File: config.mk
export PLATFORM = sky130hd
export DESIGN_NAME = refresh_scheduler
export DESIGN_NICKNAME = d
export VERILOG_FILES = /design/src/rtl/refresh_pkg.sv /design/src/rtl/retention_timer.sv /design/src/rtl/refresh_scheduler.sv
export SDC_FILE = /design/constraint.sdc
export NUM_CORES = 1
export LEC_CHECK = 0
export ABC_AREA = 0
export ABC_CLOCK_PERIOD_IN_PS = 2000
export CORE_AREA = 2 2 49 96
export CTS_CLUSTER_DIAMETER = 40
export DETAILED_ROUTE_END_ITERATION = 6
export DIE_AREA = 0 0 51 98
export PLACE_DENSITY = 0.7
export SYNTH_ARGS = -nofsm -noshare
export SYNTH_HDL_FRONTEND = slang
export SYNTH_SLANG_ARGS = --single-unit
File: constraint.sdc
create_clock -name clk -period 2 [get_ports clk]
set_clock_uncertainty 0.05 [all_clocks]
set_input_delay 0.4 -clock clk [delete_from_list [all_inputs] [get_ports clk]]
set_output_delay 0.4 -clock clk [all_outputs]
set_load 0.01 [all_outputs]
File: src/rtl/refresh_pkg.sv
// Shared types and helpers for the gain-cell refresh subsystem.
package refresh_pkg;

  // Geometry of each gain-cell memory wrapper.
  localparam int MEM_DEPTH = 128;
  localparam int MEM_WIDTH = 64;

  // Widest bank vector the one-hot helper can produce.
  localparam int MAX_BANKS = 32;
  localparam int MAX_IDX_W = 5;

  typedef enum logic [1:0] {
    RS_IDLE,
    RS_START,
    RS_REFRESH
  } ref_state_t;

  // One-hot decode of a bank index; callers truncate to their bank count.
  function automatic logic [MAX_BANKS-1:0] onehot(input logic [MAX_IDX_W-1:0] idx);
    return MAX_BANKS'(1) << idx;
  endfunction

endpackage

File: src/rtl/retention_timer.sv
// Free-running retention down-counter: pulses expire for one cycle every
// CYCLES enabled cycles, reloading itself on expiry. enable=0 freezes it.
module retention_timer #(
  parameter int CYCLES = 4096
) (
  input  logic clk,
  input  logic rst,
  input  logic enable,
  output logic expire
);

  localparam int CW = $clog2(CYCLES);

  logic [CW-1:0] cnt;

  assign expire = enable && (cnt == '0);

  // Count down while enabled, reload on reaching zero.
  always_ff @(posedge clk or negedge rst) begin
    if (!rst) begin
      cnt <= CW'(CYCLES - 1);
    end else if (enable) begin
      if (cnt == '0) cnt <= CW'(CYCLES - 1);
      else           cnt <= cnt - CW'(1);
    end
  end

endmodule

File: src/rtl/refresh_scheduler.sv
// Central refresh sequencer: on each retention request it refreshes one bank,
// walking the banks round-robin.
//
// Bank handshake: the scheduler announces a round with a 1-cycle start_sr
// pulse on the target bank, together with ref_en_current (target) and
// ref_en_old (previous bank). Enables are held until the wrapper answers with
// ref_done on the target bank (sampled only in REFRESH, never in START) or the
// timeout fires; the enables drop on the following edge and at least one IDLE
// cycle separates consecutive rounds.
module refresh_scheduler
  import refresh_pkg::*;
#(
  parameter int NUM_BANKS        = 4,
  parameter int RETENTION_CYCLES = 4096,
  parameter int REF_TIMEOUT      = 256
) (
  input  logic                         clk,
  input  logic                         rst,
  input  logic                         enable,
  input  logic                         clr_err,
  input  logic [NUM_BANKS-1:0]         ref_done,
  output logic [NUM_BANKS-1:0]         start_sr,
  output logic [NUM_BANKS-1:0]         ref_en_current,
  output logic [NUM_BANKS-1:0]         ref_en_old,
  output logic [$clog2(NUM_BANKS)-1:0] cur_bank,
  output logic                         busy,
  output logic                         overrun,
  output logic                         ref_timeout,
  output ref_state_t                   state_dbg
);

  localparam int BW = $clog2(NUM_BANKS);
  localparam int TW = $clog2(REF_TIMEOUT);

  ref_state_t        state, state_nxt;
  logic [BW-1:0]     prev_bank;
  logic [TW-1:0]     tmo_cnt;
  logic              pending;
  logic              expire;
  logic              done_cur;
  logic              tmo_hit;
  logic              round_end;
  logic [NUM_BANKS-1:0] cur_oh, prev_oh;

  retention_timer #(
    .CYCLES (RETENTION_CYCLES)
  ) u_timer (
    .clk    (clk),
    .rst    (rst),
    .enable (enable),
    .expire (expire)
  );

  assign done_cur  = ref_done[cur_bank];
  assign tmo_hit   = (tmo_cnt == TW'(REF_TIMEOUT - 1));
  assign round_end = (state == RS_REFRESH) && (done_cur || tmo_hit);
  assign cur_oh    = NUM_BANKS'(onehot(MAX_IDX_W'(cur_bank)));
  assign prev_oh   = NUM_BANKS'(onehot(MAX_IDX_W'(prev_bank)));
  assign state_dbg = state;

  // FSM state register.
  always_ff @(posedge clk or negedge rst) begin
    if (!rst) state <= RS_IDLE;
    else      state <= state_nxt;
  end

  // FSM next-state: IDLE waits for a request, START lasts one cycle,
  // REFRESH ends on the target bank's done or on timeout.
  always_comb begin
    state_nxt = state;
    case (state)
      RS_IDLE:    if (pending) state_nxt = RS_START;
      RS_START:   state_nxt = RS_REFRESH;
      RS_REFRESH: if (done_cur || tmo_hit) state_nxt = RS_IDLE;
      default:    state_nxt = RS_IDLE;
    endcase
  end

  // FSM outputs: enables decoded from the bank pointers, zero in IDLE.
  always_comb begin
    start_sr       = '0;
    ref_en_current = '0;
    ref_en_old     = '0;
    busy           = 1'b0;
    case (state)
      RS_START: begin
        start_sr       = cur_oh;
        ref_en_current = cur_oh;
        ref_en_old     = prev_oh;
        busy           = 1'b1;
      end
      RS_REFRESH: begin
        ref_en_current = cur_oh;
        ref_en_old     = prev_oh;
        busy           = 1'b1;
      end
      default: ;
    endcase
  end

  // Bank pointers advance at the end of every round, done or aborted.
  always_ff @(posedge clk or negedge rst) begin
    if (!rst) begin
      cur_bank  <= '0;
      prev_bank <= BW'(NUM_BANKS - 1);
    end else if (round_end) begin
      prev_bank <= cur_bank;
      cur_bank  <= (cur_bank == BW'(NUM_BANKS - 1)) ? '0 : cur_bank + BW'(1);
    end
  end

  // Per-round cycle counter, running only while in REFRESH.
  always_ff @(posedge clk or negedge rst) begin
    if (!rst)                                   tmo_cnt <= '0;
    else if (state == RS_REFRESH && !round_end) tmo_cnt <= tmo_cnt + TW'(1);
    else                                        tmo_cnt <= '0;
  end

  // Single-entry request latch: set on expiry, consumed when IDLE launches.
  always_ff @(posedge clk or negedge rst) begin
    if (!rst)                                 pending <= 1'b0;
    else if (expire)                          pending <= 1'b1;
    else if (state == RS_IDLE && pending)     pending <= 1'b0;
  end

  // Sticky error flags; a set event in the same cycle beats clr_err.
  always_ff @(posedge clk or negedge rst) begin
    if (!rst) begin
      overrun     <= 1'b0;
      ref_timeout <= 1'b0;
    end else begin
      if (expire && (pending || state != RS_IDLE)) overrun <= 1'b1;
      else if (clr_err)                            overrun <= 1'b0;
      if (state == RS_REFRESH && tmo_hit && !done_cur) ref_timeout <= 1'b1;
      else if (clr_err)                                ref_timeout <= 1'b0;
    end
  end

endmodule

Word level (Yosys, flattened, before mapping)
Index checks and enable logic that the tools add are counted.
{ "totals": {"out_inout_bits": 19, "input_bits": 8, "ff_bits": 29, "wordCells": 56} }
{ "classes": {"n_shift": 2, "magnitude_cmp": 1, "muxes": 17, "add_sub_neg": 3, "reduce_logical": 19, "eq_ne": 6} }
{ "ops": {"columns": ["op", "n"], "rows": [
  ["logical NOT 12 bit", 1],
  ["two-way mux 12 bit", 1],
  ["two-way mux 4 bit", 3],
  ["subtractor 12 x 1 -> 12 bit, second input constant", 1],
  ["adder 8 x 1 -> 8 bit, second input constant", 1],
  ["equality test 8 bit, second input constant", 1],
  ["two-way mux 8 bit", 1],
  ["nonzero test 2 bit", 4],
  ["<< shifter 1 x 2 -> 4 bit, first input constant", 2],
  ["logical AND 1 bit", 7],
  ["two-way mux 1 bit", 7],
  ["two-way mux 2 bit", 3],
  ["case mux 2 bit (3 select lines)", 1],
  ["equality test 2 bit, second input constant", 2],
  ["inequality test 2 bit, second input constant", 2],
  ["< comparator 2 x 3 -> 1 bit, second input constant", 1],
  ["adder 2 x 1 -> 2 bit, second input constant", 1],
  ["binary-select mux 1 bit (select 2 bit)", 1],
  ["equality test 2 x 1 -> 1 bit, second input constant", 1],
  ["logical NOT 1 bit", 2],
  ["logical NOT 2 bit", 1],
  ["logical OR 1 bit", 2],
  ["AND reduction 2 bit", 1],
  ["OR reduction 2 bit", 1]
]} }

Longest topological paths before layout
Gate-level depths: netlist of run 1.
{ "logic_depth": {"ltp_word": 7, "ltp_mapped": 6, "mapped_depth_nobuf": 6} }

By module
A second synthesis of run 1 with hierarchy kept.
{ "unflattened": {"hier_cells": 160, "hier_area_um2": 1671.6} }
{ "by_module_without_submodules": {"columns": ["mod", "instances", "area_per_inst_um2", "cells_each", "seq_area_each_um2"], "rows": [
  ["refresh_scheduler", 1, 994.7, 94, 427.9],
  ["retention_timer", 1, 676.9, 66, 315.3]
]} }

Worst setup path before layout of run 1
OpenSTA, ideal clock, no wires.
{ "synth_path": {"path_type": "register -> register", "startpoint": "register cur_bank[0]", "endpoint": "register state[0] (netlist: state_dbg[0])", "stages_incl_launch_ff": 6, "setup_ns": 0.125, "n_path_buf": 1, "t_required_ns": 1.825, "setup_slack_ns": -0.012, "t_arrival_ns": 1.837, "period_less_slack_ns": 2.012, "cell_sequence": "dfrtp_1 buf_6 mux4_2 a211o_4 a21boi_4 mux2_4"} }
{ "synth_via": {"elab_chain_len": 5} }
{ "synth_lines": {"columns": ["element", "line_no", "text"], "rows": [
  ["start, declared", "refresh_scheduler.sv:25", "output logic [$clog2(NUM_BANKS)-1:0] cur_bank,"],
  ["start signal, assigned", "refresh_scheduler.sv:108", "cur_bank <= (cur_bank == BW'(NUM_BANKS - 1)) ? '0 : cur_bank + BW'(1);"],
  ["binary-select mux 1 bit (select 2 bit)", "refresh_scheduler.sv:54", "assign done_cur = ref_done[cur_bank];"],
  ["two-way mux 1 bit (not written as such)", "refresh_scheduler.sv:54", null],
  ["logical OR 1 bit", "refresh_scheduler.sv:74", "RS_REFRESH: if (done_cur || tmo_hit) state_nxt = RS_IDLE;"],
  ["inequality test 2 bit (no line)", null, null],
  ["AND reduction 2 bit (no line)", null, null],
  ["end signal, assigned", "refresh_scheduler.sv:64", "else state <= state_nxt;"],
  ["end, declared", "refresh_scheduler.sv:35", "ref_state_t state, state_nxt;"]
]} }
Every way passes these cells. The select of a mux whose other input is x is not followed.
A chain may end at the register's enable or synchronous reset.

Worst setup path in the final report of run 1
{ "layout_path": {"startpoint": "input ref_done[1]", "endpoint": "register state[1] (netlist: state_dbg[1])"} }
{ "layout_via": {"elab_chain_len": 5} }
{ "layout_lines": {"columns": ["element", "line_no", "text"], "rows": [
  ["start, declared", "refresh_scheduler.sv:21", "input logic [NUM_BANKS-1:0] ref_done,"],
  ["binary-select mux 1 bit (select 2 bit)", "refresh_scheduler.sv:54", null],
  ["two-way mux 1 bit (not written as such)", "refresh_scheduler.sv:54", null],
  ["logical OR 1 bit", "refresh_scheduler.sv:74", null],
  ["inequality test 2 bit (no line)", null, null],
  ["AND reduction 2 bit (no line)", null, null]
]} }
Every way passes these cells. The select of a mux whose other input is x is not followed.

==> results of run 1 <==
synth_stat cells (2+ instances only):
cell       n
a21oi_1    5
nand3_1    5
xor2_1     3
nor2b_1    2
o21ai_0    7
or3_1      3
inv_1     12
nor3_1     2
buf_2      2
and3_1     3
nor2_1    12
a31oi_1    2
dfrtp_1   15
or4_1      2
and2_1     9
ha_1      11
nand2b_1   2
dfstp_2   14
nand2_1   12
xnor2_1    7
mux2_4     2
mux2_2     4
worst max path at each step:
| stage | startpoint | end | slack [ps] | cells after the start |
|---|---|---|---|---|
| 2_1_floorplan | cur_bank[0] | state_dbg[0] | -10 | 5 |
| 3_3_place_gp | ref_done[3] | state_dbg[0] | -250 | 5 |
| 3_5_place_dp | ref_done[3] | state_dbg[0] | -280 | 5 |
| 4_1_cts | cur_bank[0] | start_sr[1] | 1 | 5 |
| 5_1_grt | cur_bank[0] | ref_en_current[3] | 6 | 4 |
| 6_report | ref_done[1] | state_dbg[1] | 40 | 5 |
power groups by stage:
stage / Clock (mW) / Combinational (mW) / Sequential [mW]
finish: 0.529 / 1.40 / 1.06
global route: 0.578 / 1.55 / 1.10
CTS: 0.551 / 1.43 / 1.06
detailed placement: 0 / 1.41 / 1.07
global placement: 0 / 1.39 / 1.06
floorplan: 0 / 0.814 / 1.05
repair_timing:
action | in CTS | in global routing
hold buffers | 0 | 0
pin swaps | 0 | 0
endpoints found under the setup margin | 13 | 4
gates resized for setup | 21 | 4
gates cloned | 0 | 0
setup buffers | 1 | 0
worst reg2reg max path, cell delays in order, from the launching register on:
cell and delay [ps]:
dfrtp_2 360, buf_4 130, mux4_2 550, a211o_4 290, a21boi_4 150, mux2_4 290
sequential cells by signal (all words and copies together), names as in the netlist:
signal	count
u_timer.cnt	12
ref_timeout	1
cur_bank	2
pending	1
overrun	1
tmo_cnt	8
state_dbg	2
prev_bank	2
placed cells by master, fill, tap and decap left out, types with 4 or more instances in the layout:
cell,synthesis,final
dlygate4sd2_1,0,11
and2_1,9,9
buf_4,0,16
nand3_1,5,5
a21oi_1,5,5
clkbuf_8,0,7
dfstp_2,14,14
nand2_1,12,12
mux2_2,4,4
o21ai_0,7,7
nor2_1,12,12
ha_1,11,9
xnor2_1,7,7
clkdlybuf4s50_1,0,12
inv_1,12,12
dfrtp_1,15,13
area by class of cell:
type	count	area [um^2]
fillers	421	2120
multi-input cells	111	853
flip-flops and latches	29	746
repair buffers	42	359
clock buffers	7	96.3
well taps	54	67.6
inverters	12	45.0
clock inverters	1	5.00
cell families after synthesis:
group	Yosys count	synth area share [%]
adder cells (fa/ha/maj)	11	8.41
XOR/XNOR	10	5.35
multiplexers	8	6.57
buffers and inverters	16	4.28
flip-flops	29	45.4
AO/OA/AOI/OAI	22	9.63
AND/OR/NAND/NOR	60	20.3
through the flow:
step	TNS (ps)	total power [mW]	worst slack, ps	hold slack, ps
after floorplan	-24.7	1.86	-12.4	54.4
after global placement	-2530	2.45	-246	420
after detailed placement	-2990	2.48	-275	421
after CTS	0	3.04	1.16	436
after global routing	0	3.23	6.12	464
final	0	2.99	38.4	434
routing by layer:
layer	share of wire, %	vias up
met5	0	-
met4	2.6	0
met3	2.5	6
met2	58	16
met1	37	619
li1	-	628
==> load_flow_metrics.sql, run 1 <==
INSERT INTO impl_metrics (metric_group, metric, value, unit) VALUES
('timing', 'report.final.setup_viol', '0', ''),
('floorplanning', 'core-area', '0.00430', 'mm^2'),
('cts', 'numCtsBuffers', '5', ''),
('floorplanning', 'io_pins', '27', ''),
('global_route', 'busiest_layer', 'met2', ''),
('final_layout', 'n_antenna_cell', '0', ''),
('global_route', 'grt.met3_usage', '3.67', '%'),
('final_layout', 'num-nets-final', '220', ''),
('detailed_routing', 'detail_route.drc_violations', '0', ''),
('worst_setup_path', 'timing.critical_path.cells', 'clkdlybuf4s50_1 -> mux4_2 -> a211o_4 -> a21boi_4 -> mux2_4', ''),
('synth', 'synth_cell_type_count', '42', ''),
('global_route', 'grtUsageMet1', '14.8', '%'),
('detailed_routing', 'routed-via-count', '1269', ''),
('worst_setup_path', 'regToRegEndpoint', 'state_dbg[1]', ''),
('worst_setup_path', 'critical_path_peak_fanout', '4', ''),
('power_and_ir_drop', 'p_int', '1.96', 'mW'),
('worst_setup_path', 'timing.critical_path.slowest_cell_delay', '520', 'ps'),
('timing', 'timing.fmax', '510', 'MHz'),
('worst_setup_path', 'crit_path_start_kind', 'primary input', ''),
('final_layout', 'area.growth.synth_to_final', '32.7', '%'),
('timing', 'period_minus_slack', '1960', 'ps'),
('synth', 'fraction_of_post_synthesis_cell_area_in_the_top_cell_type_by_area', '22.9', '%'),
('synth', 'netlist_instances', '156', ''),
('power_and_ir_drop', 'static-leakage-power', '1.03', 'nW'),
('synth', 'asyncSetResetFlopFracSynth', '100', '%'),
('worst_setup_path', 'worstRegToRegCells', '5', ''),
('detailed_routing', 'drt_iter0_drc', '9', ''),
('worst_setup_path', 'crit_path_end_kind', 'flop', ''),
('cts', 'clkTransAtPathRegs', '60', 'ps'),
('worst_setup_path', 'critPathBufInv', '1', ''),
('placement', 'portBuffers', '26', ''),
('job', 'timing.max_cap.violations', '0', ''),
('power_and_ir_drop', 'sw_frac_of_total', '34.5', '%'),
('final_layout', 'final_cell_area', '0.00217', 'mm^2'),
('power_and_ir_drop', 'power.combinational.fraction', '46.8', '%'),
('final_layout', 'post_layout_nonfiller_instances', '256', ''),
('global_route', 'grt_antenna_before_repair', '0', ''),
('detailed_routing', 'drt-total-wl', '3260', 'um'),
('worst_setup_path', 'crit_path_top_delay_cell', 'mux4_2', ''),
('cts', 'tritoncts', 'built', ''),
('power_and_ir_drop', 'peakVddDrop', '0.597', 'mV'),
('timing', 'max_slew_margin', '76.1', '%'),
('synth', 'ys_warn_count', '0', ''),
('cts', 'cts.sinks', '29', ''),
('placement', 'dpl.cell_count', '247', ''),
('final_layout', 'final_layout_size_suffix_gt1_share', '27.2', '%'),
('detailed_routing', 'antenna_violating_nets_post_route', '0', ''),
('floorplanning', 'die_y', '98', 'um'),
('worst_setup_path', 'cp_data_arrival_time', '2080', 'ps'),
('global_route', 'total_congestion_overflow', '0', ''),
('detailed_routing', 'wire_per_inst', '12.7', 'um'),
('worst_setup_path', 'critical-path-top-delay-family', 'multiplexers', ''),
('min_path', 'holdCritPathClass', 'flop to flop', ''),
('synth', 'syn_avg_cell_area', '10.5', 'um^2'),
('run_status', 'result_of_the_run', 'completed', ''),
('placement', 'hpwl', '2470', 'um'),
('detailed_routing', 'vias_per_cell', '4.96', ''),
('synth', 'synth_enable_flop_cells', '0', ''),
('worst_setup_path', 'regToRegSetupSlack', '70', 'ps'),
('timing', 'max_slew.worst_pin.slew', '353', 'ps'),
('worst_setup_path', 'timing.rr.start', 'cur_bank[0]', ''),
('global_route', 'grt_pass1_wl', '5690', 'um'),
('worst_setup_path', 'path_class', 'primary input to flop', ''),
('floorplanning', 'horizontal_die_dimension', '51', 'um'),
('timing', 'maxSlewViolCount', '0', ''),
('power_and_ir_drop', 'clockPowerShare', '17.7', '%'),
('floorplanning', 'design.die.area', '0.00500', 'mm^2'),
('global_route', 'groute.layer.met2.usage', '27.5', '%'),
('cts', 'worst_skew_pair.late_latency', '280', 'ps'),
('synth', 'synth_seq_cells', '29', ''),
('cts', 'root_buffer_master', 'clkbuf_8', '');
Power figures use the tool's default switching activity.
==> run 2: changes to the inputs <==
--- a/config.mk
+++ b/config.mk
@@ -8,6 +8,7 @@
 export ABC_AREA = 0
 export ABC_CLOCK_PERIOD_IN_PS = 2000
 export CORE_AREA = 2 2 49 96
+export CTS_BUF_LIST = sky130_fd_sc_hd__clkbuf_8
 export CTS_CLUSTER_DIAMETER = 40
 export DETAILED_ROUTE_END_ITERATION = 6
 export DIE_AREA = 0 0 51 98
==> results of run 2 <==
Same layout as run 1: the final DEF is identical, and so are final timing and power.
